### src/rtl/irq_sched.sv
`default_nettype none
// +----------------------------------------------------------------------+
// | Module   : irq_sched                                                 |
// | Purpose  : Prioritised interrupt scheduler with a pending register,  |
// |            a two-state trap offer/ack handshake and a priority       |
// |            stack for nested handlers.                                |
// | Options  : IRQ_SCHED_NEST_EN - when defined, higher-priority lines   |
// |            preempt a running handler up to MAX_DEPTH levels; when    |
// |            undefined, only one handler runs at a time and the stack  |
// |            is not built.                                             |
// | Revision : 1.0 - initial release                                     |
// +----------------------------------------------------------------------+
module irq_sched #(
  parameter int MAX_DEPTH = 8
) (
  input  logic        clk,
  input  logic        reset_n,
  input  logic [31:0] irq,
  input  logic [31:0] imr,
  input  logic        ack,
  input  logic        eoi,
  output logic        trap,
  output logic [4:0]  vector,
  output logic [3:0]  depth,
  output logic [31:0] pend,
  output logic        err
);

`ifdef IRQ_SCHED_NEST_EN
  localparam int DEPTH_CAP = MAX_DEPTH;
`else
  // Without nesting a single handler level is allowed.
  localparam int DEPTH_CAP = (MAX_DEPTH > 1) ? 1 : MAX_DEPTH;
`endif
  localparam logic [3:0] DEPTH_LIMIT = 4'(DEPTH_CAP);
  localparam logic [5:0] PRI_NONE    = 6'd32;

  typedef enum logic [0:0] {
    IDLE  = 1'b0,
    OFFER = 1'b1
  } state_t;

  state_t      r_state;
  logic [5:0]  r_cur_pri;

  logic [31:0] w_eligible;
  logic [4:0]  w_winner;
  logic        w_any;
  logic        w_ack_ok;
  logic        w_eoi_ok;
  logic        w_start;
  logic [31:0] w_clr;
  logic [5:0]  w_pop_pri;

  assign w_eligible = pend & imr;
  assign w_any      = |w_eligible;

  // Lowest set index of the eligible lines wins.
  always_comb begin
    w_winner = 5'd0;
    for (int i = 31; i >= 0; i--) begin
      if (w_eligible[i]) w_winner = 5'(i);
    end
  end

  // An ack only counts while a trap is on offer; an eoi that coincides
  // with an accepted ack, or arrives with nothing in service, is dropped.
  assign w_ack_ok = ack && (r_state == OFFER);
  assign w_eoi_ok = eoi && !w_ack_ok && (depth != 4'd0);
  assign w_clr    = w_ack_ok ? (32'd1 << vector) : 32'd0;

  assign w_start  = (r_state == IDLE) && w_any &&
                    ({1'b0, w_winner} < r_cur_pri) && (depth < DEPTH_LIMIT);

`ifdef IRQ_SCHED_NEST_EN
  localparam int SW = (MAX_DEPTH > 1) ? $clog2(MAX_DEPTH) : 1;

  logic [5:0]    r_stack [MAX_DEPTH];
  logic [SW-1:0] w_push_idx;
  logic [SW-1:0] w_pop_idx;

  assign w_push_idx = SW'(depth);
  assign w_pop_idx  = SW'(depth - 4'd1);
  assign w_pop_pri  = r_stack[w_pop_idx];

  // Save the interrupted priority when a new handler is accepted.
  always_ff @(posedge clk or negedge reset_n) begin
    if (!reset_n) begin
      for (int i = 0; i < MAX_DEPTH; i++) r_stack[i] <= PRI_NONE;
    end else if (w_ack_ok) begin
      r_stack[w_push_idx] <= r_cur_pri;
    end
  end
`else
  // With a single level, leaving the handler always returns to "none".
  assign w_pop_pri = PRI_NONE;
`endif

  // Pending register, offer/ack state machine, nesting depth and error flag.
  always_ff @(posedge clk or negedge reset_n) begin
    if (!reset_n) begin
      r_state   <= IDLE;
      trap      <= 1'b0;
      vector    <= 5'd0;
      depth     <= 4'd0;
      pend      <= 32'd0;
      err       <= 1'b0;
      r_cur_pri <= PRI_NONE;
    end else begin
      // A request arriving on the clearing edge stays pending.
      pend <= (pend & ~w_clr) | irq;

      if ((eoi && !w_eoi_ok) || (ack && (r_state == IDLE))) begin
        err <= 1'b1;
      end

      if (w_eoi_ok) begin
        depth     <= depth - 4'd1;
        r_cur_pri <= w_pop_pri;
      end

      case (r_state)
        IDLE: begin
          if (w_start) begin
            r_state <= OFFER;
            trap    <= 1'b1;
            vector  <= w_winner;
          end
        end
        OFFER: begin
          // Vector stays latched until the core takes it, whatever
          // happens to the mask or to newer requests meanwhile.
          if (w_ack_ok) begin
            r_state   <= IDLE;
            trap      <= 1'b0;
            depth     <= depth + 4'd1;
            r_cur_pri <= {1'b0, vector};
          end
        end
        default: begin
          r_state <= IDLE;
          trap    <= 1'b0;
        end
      endcase
    end
  end

endmodule
`default_nettype wire

### config.mk
export PLATFORM = sky130hd
export DESIGN_NAME = irq_sched
export DESIGN_NICKNAME = d
export VERILOG_FILES = /design/src/rtl/irq_sched.sv
export SDC_FILE = /design/constraint.sdc
export NUM_CORES = 1
export LEC_CHECK = 0
export BUFFER_PORTS_ARGS = -buffer_cell sky130_fd_sc_hd__buf_2
export CAP_MARGIN = 5
export CORE_MARGIN = 8
export CORE_UTILIZATION = 31
export DETAILED_ROUTE_END_ITERATION = 10
export PLACE_DENSITY_LB_ADDON = 0.15
export SETUP_SLACK_MARGIN = 0.4
export SYNTH_ARGS = -nofsm -noshare
export SYNTH_HDL_FRONTEND = slang
export SYNTH_SLANG_ARGS = --single-unit
### constraint.sdc
create_clock -name clk -period 3.3 [get_ports clk]
set_input_delay 0 -clock clk [delete_from_list [all_inputs] [get_ports clk]]
set_output_delay 0 -clock clk [all_outputs]
set_load 0.05 [all_outputs]
### Yosys cells after proc, flatten, opt, wreduce, memory -nomap -nowiden

Cells that the tools add are included.

| word-level totals | value |
|---|---|
| register bits after elaboration | 50 |
| output and inout port bits | 43 |
| logic and storage cells | 79 |

| cells by class | value |
|---|---|
| $add $sub $neg | 2 |
| order comparisons | 2 |
| equal/unequal tests | 2 |
| shift-type cells | 1 |
| multiplexer cells | 45 |
| bitwise logic cells | 5 |
| reductions and logical operators | 15 |

Operator list:

| cell | number |
|---|---|
| 5-bit two-way mux | 32 |
| 32-bit bitwise AND | 2 |
| 32-bit two-way mux | 1 |
| 32-bit inverter | 1 |
| 32-bit OR | 1 |
| 32-bit OR reduction | 1 |
| 1-bit by 5-bit left shift with 32-bit output, first input constant | 1 |
| 6-bit two-way mux | 3 |
| 4-bit two-way mux | 3 |
| 1-bit logical AND | 8 |
| 5-bit by 6-bit less-than comparator with 1-bit output | 1 |
| 4-bit by 1-bit adder with 4-bit output, second input constant | 1 |
| 4-bit by 1-bit less-than comparator with 1-bit output, second input constant | 1 |
| 1-bit two-way mux | 4 |
| 1-bit one-hot mux with 2 select lines | 2 |
| 2-bit AND reduction | 2 |
| 4-bit nonzero test | 1 |
| 4-bit by 1-bit subtractor with 4-bit output, second input constant | 1 |
| 1-bit zero test | 2 |
| 2-bit by 1-bit != test with 1-bit output, second input constant | 1 |
| 2-bit != test, second input constant | 1 |
| 1-bit logical OR | 1 |
| 1-bit inverter | 1 |

### Depth between registers and ports, before layout

| logic depth | value |
|---|---|
| depth in word-level cells | 38 |
| gate-level depth with buffers | 14 |

### Worst setup path after synthesis

OpenSTA, ideal clock, no wires.

| path | value |
|---|---|
| kind | register to register |
| from | register pend[10] |
| to | register vector[4] |
| data arrival time | 2.732 ns |
| required time | 3.175 ns |
| setup slack | 0.443 ns |
| stages on the path, launching flop included | 13 |
| period minus slack after synthesis | 2.857 ns |
| path through | dfrtp_1 a22oi_1 nand4_1 a21oi_1 nor2_1 ha_1 a21o_1 a21oi_1 o2111ai_1 a21oi_1 o2111ai_2 nand2_4 mux2_4 |

| between the ends | value |
|---|---|
| word-level cells in the longest chain between the ends | 16 |

Ends and longest elaborated chain:

| element | line | source |
|---|---|---|
| from (decl) | 25 | `output logic [31:0] pend,` |
| from (signal assigned) | 111 | `pend <= (pend & ~w_clr) \| irq;` |
| 32-bit bitwise AND | 55 | `assign w_eligible = pend & imr;` |
| 5-bit two-way mux (11 in a row) | 62 | `if (w_eligible[i]) w_winner = 5'(i);` |
| via w_winner[3] | 47 | `logic [4:0] w_winner;` |
| 5-bit by 6-bit less-than comparator with 1-bit output | 73 | `({1'b0, w_winner} < r_cur_pri) && (depth < DEPTH_LIMIT);` |
| 1-bit logical AND | 72 | `assign w_start = (r_state == IDLE) && w_any &&` |
| 1-bit logical AND | 73 |  |
| 2-bit AND reduction (no line) | - |  |
| to (signal assigned) | 127 | `vector <= w_winner;` |
| to (decl) | 23 | `output logic [4:0] vector,` |

The timed path passes the listed nets, and every way through them passes these cells.
A chain may end at the register's enable or synchronous reset.

### Final worst setup path

| path | value |
|---|---|
| from | register pend[11] |
| to | register vector[2] |

| between the ends | value |
|---|---|
| word-level cells in the longest chain between the ends | 17 |

Ends and longest elaborated chain:

| element | line |
|---|---|
| 32-bit bitwise AND | 55 |
| 5-bit two-way mux (12 in a row) | 62 |
| via w_winner[4] | 47 |
| 5-bit by 6-bit less-than comparator with 1-bit output | 73 |
| 1-bit logical AND | 72 |
| 1-bit logical AND | 73 |
| 2-bit AND reduction (no line) | - |

The timed path passes the listed nets, and every way through them passes these cells.

==> impl_metrics.tcl <==
set metrics [dict create \
    status "complete, no violations" \
    fmax_mhz 348 \
    pwr-share-comb_pct 36.7 \
    worstPathRequired_ns 3.50 \
    synth.cell_area_sq_um 2680 \
    skew_ns 0.00868 \
    synth_top_area_share_pct 45.7 \
    synth-edff-count 0 \
    hp-class "in -> async" \
    synth_common_cells "nand2_1 (59), dfrtp_1 (49), a21o_1 (35)" \
    insertion_delay_ns 0.31 \
    synth-seq-cells 50 \
    ant_nets 0 \
    wl_met3_um 672 \
    p_clk_share_pct 22.6 \
    peakVddDrop_uv 408 \
    cp-start-kind "register" \
    track_usage_pct 15.7 \
    cts_tree "done" \
    overflow 0 \
    fin_crit_sh_pct 87.1 \
    ff2ff_setup_slack_ns 0.43 \
    route.detailed.vias_per_inst 5.12 \
    synthArstFlopShare_pct 100 \
    cts_root_buffer "clkbuf_8" \
    dieArea_sq_um 11900 \
    antenna_found_initial 0 \
    clock_sinks 50 \
    synthXorXnorAreaFrac_pct 0.653 \
    p_int_mw 1.17 \
    r2r-end "vector[2]" \
    post_drt_wl_per_cell_um 17.3 \
    maxSlewHeadroom_pct 42.3 \
    drtPass1Iterations 4 \
    crit_type "reg -> reg" \
    yosysWarnings 0 \
    yosys.area.top_type "dfrtp_1" \
    synth_most_common_cell "nand2_1" \
    num_rows 34 \
    tns_ns 0 \
    cts_max_level 2 \
    period_needed_ns 2.87 \
    yosys-top-cells-area "dfrtp_1 (46%), a21o_1 (9.8%), nand2_1 (8.3%)" \
    yosys_most_used_dff "dfrtp_1" \
    ios 111 \
    cts.clk_slew.worst_paths_ns 0.10 \
    yosys.area_share.simple_pct 18.4 \
    finish.instance_area_sq_um 4010 \
    end_kind "register" \
    p_per_area_nw_per_um2 492 \
    portBuffers 110 \
    leakage_nw 1.64 \
    initial_core_util_pct 31.4 \
    ff_latch_area_sq_um 1250 \
    drive_above_1_share_pct 36.7 \
    top_layer_used "met4" \
    die_y_um 109 \
    seqPwrFrac_pct 40.7 \
    critPathMaxFanout 6 \
    worst_pin_slew_ns 0.858 \
    synth.yosys.seq_area_share_pct 46.7 \
    grt_max_degree 34 \
    postSynthCellCount 284 \
    antenna_cells 0 \
    nNetsFinal 518 \
    met1_length_mm 4.20 \
    synthMuxAreaShare_pct 2.80 \
    total_power_mw 1.98 \
    cp.arrival_ns 3.07 \
    synth_nets 359 \
    core_area_sq_um 8550 \
    timing.rr.start "pend[11]" \
    syn_area_per_cell_sq_um 9.44 \
    swShare_pct 40.9 \
    maxCapViolations 0 \
    multi_input_area_sq_um 1470 \
    rsz0062_at_grt "yes" \
    met2_length_mm 4.60 \
    setup_viol 0 \
    reg2reg_depth 11 \
    maxSlewViolCount 0 \
    p_switching_uw 808 \
    finalHoldViolCount 0 \
    place_area_sq_um 3360 \
    ys_types 41 \
    hpwl_mm 7.32 \
    place.gp.congestion 0.807 \
    synth_top_family_by_area "compound AO/OA/AOI/OAI gates" \
    synthAdderAreaFrac_pct 3.27 \
    synth_compound_area_share_pct 25.8 \
    cts.path.max_buffers 2 \
    syn_to_final_growth_pct 49.7 \
    num_vias 2825 \
    grt_pass1_vias 2934 \
    cts_buffers 5 \
    finalWirelength_mm 9.55 \
    fill_cells 845 \
    finalWorstSetupSlack_ns 0.426 \
    grt_first_pass_wirelength_mm 14.8 \
    drc 0 \
    dpl_worst_slack_ns 0.329 \
    drt_iter0_markers 91 \
    fp.dieW_um 109 \
]
==> per-stage QoR <==
stage               instances  hold slack (ns)  utilization (%)
finish                    552            0.159             46.9
global route              552            0.183             46.9
CTS                       546            0.167             45.7
detailed placement        497          -0.0292             39.2
global placement          497          -0.0230             39.2
floorplan                 284           -0.296                -
==> how the worst max path moves through the flow <==
| stage | end | cells past startpoint | startpoint | slack, ns |
|---|---|---|---|---|
| 2_1_floorplan | vector[4] | 12 | pend[10] | 0.44 |
| 3_3_place_gp | vector[3] | 14 | pend[29] | 0.36 |
| 3_5_place_dp | vector[2] | 12 | pend[10] | 0.33 |
| 4_1_cts | vector[2] | 12 | pend[10] | 0.40 |
| 5_1_grt | vector[3] | 14 | pend[29] | 0.29 |
| 6_report | vector[2] | 11 | pend[11] | 0.43 |
==> cell usage in the layout (no fill, tap or decap), drive strengths merged, types with 5 or more instances in the layout <==
master	synthesis	final
a21o	35	35
a21oi	10	10
a22oi	15	15
buf	0	124
clkbuf	7	6
dfrtp	49	49
dlygate4sd3	0	35
ha	7	7
inv	10	10
mux2	5	5
nand2	60	60
nand3	14	14
nand4	5	5
nor2	11	11
o21ai	7	7
==> flip-flops by register name (all words and copies together), names as in the netlist <==
register and cells:
depth 4, err 1, pend 32, r_cur_pri 6, r_state 1, trap 1, vector 5
==> final cells by class <==
| class | count | area share, % |
|---|---|---|
| multi-input combinational | 217 | 36.7 |
| sequential | 50 | 31.2 |
| timing repair buffer | 159 | 25.1 |
| tap | 108 | 3.37 |
| clock buffer | 6 | 1.81 |
| clock inverter | 2 | 0.935 |
| inverter | 10 | 0.935 |
==> power by group through the flow <==
stage,registers (mW),clock network (mW),logic (mW)
after floorplan,0.940,0,0.327
after global placement,0.816,0,0.680
after detailed placement,0.819,0,0.684
after CTS,0.807,0.461,0.726
after global routing,0.819,0.480,0.785
final,0.804,0.446,0.726
==> timing repair <==
item                                    in CTS  in global routing
pin swaps                                    6                 11
setup buffers                                6                  6
hold endpoints to repair                    52                  0
hold buffers                                35                  0
resized for setup                            9                 15
endpoints found under the setup margin       5                  6
==> layer usage <==
metal,global-route usage [%],up-vias
li1,-,1365
met1,20.0,1369
met2,26.9,83
met3,3.19,8
met4,2.74,0
met5,0,-
==> kinds of logic after synthesis <==
logic type                 after synthesis
buffers and inverters                   17
and+or+nand+nor                        109
AOI/OAI and AO/OA                       94
xor gates and xnor gates                 2
DFF                                     50
adders and majority gates                7
muxes                                    5
==> worst max-delay path, stage by stage, from the launching register on <==
cell and delay, ns:
dfrtp_1 0.43, a22oi_2 0.26, nand4_1 0.23, buf_4 0.20, nor3_1 0.26, ha_1 0.31, a21oi_2 0.12, o2111ai_1 0.13
a21oi_2 0.18, o2111ai_2 0.16, nand2_4 0.17, mux2_4 0.31
Note: power is estimated with default switching activity, not from simulation.
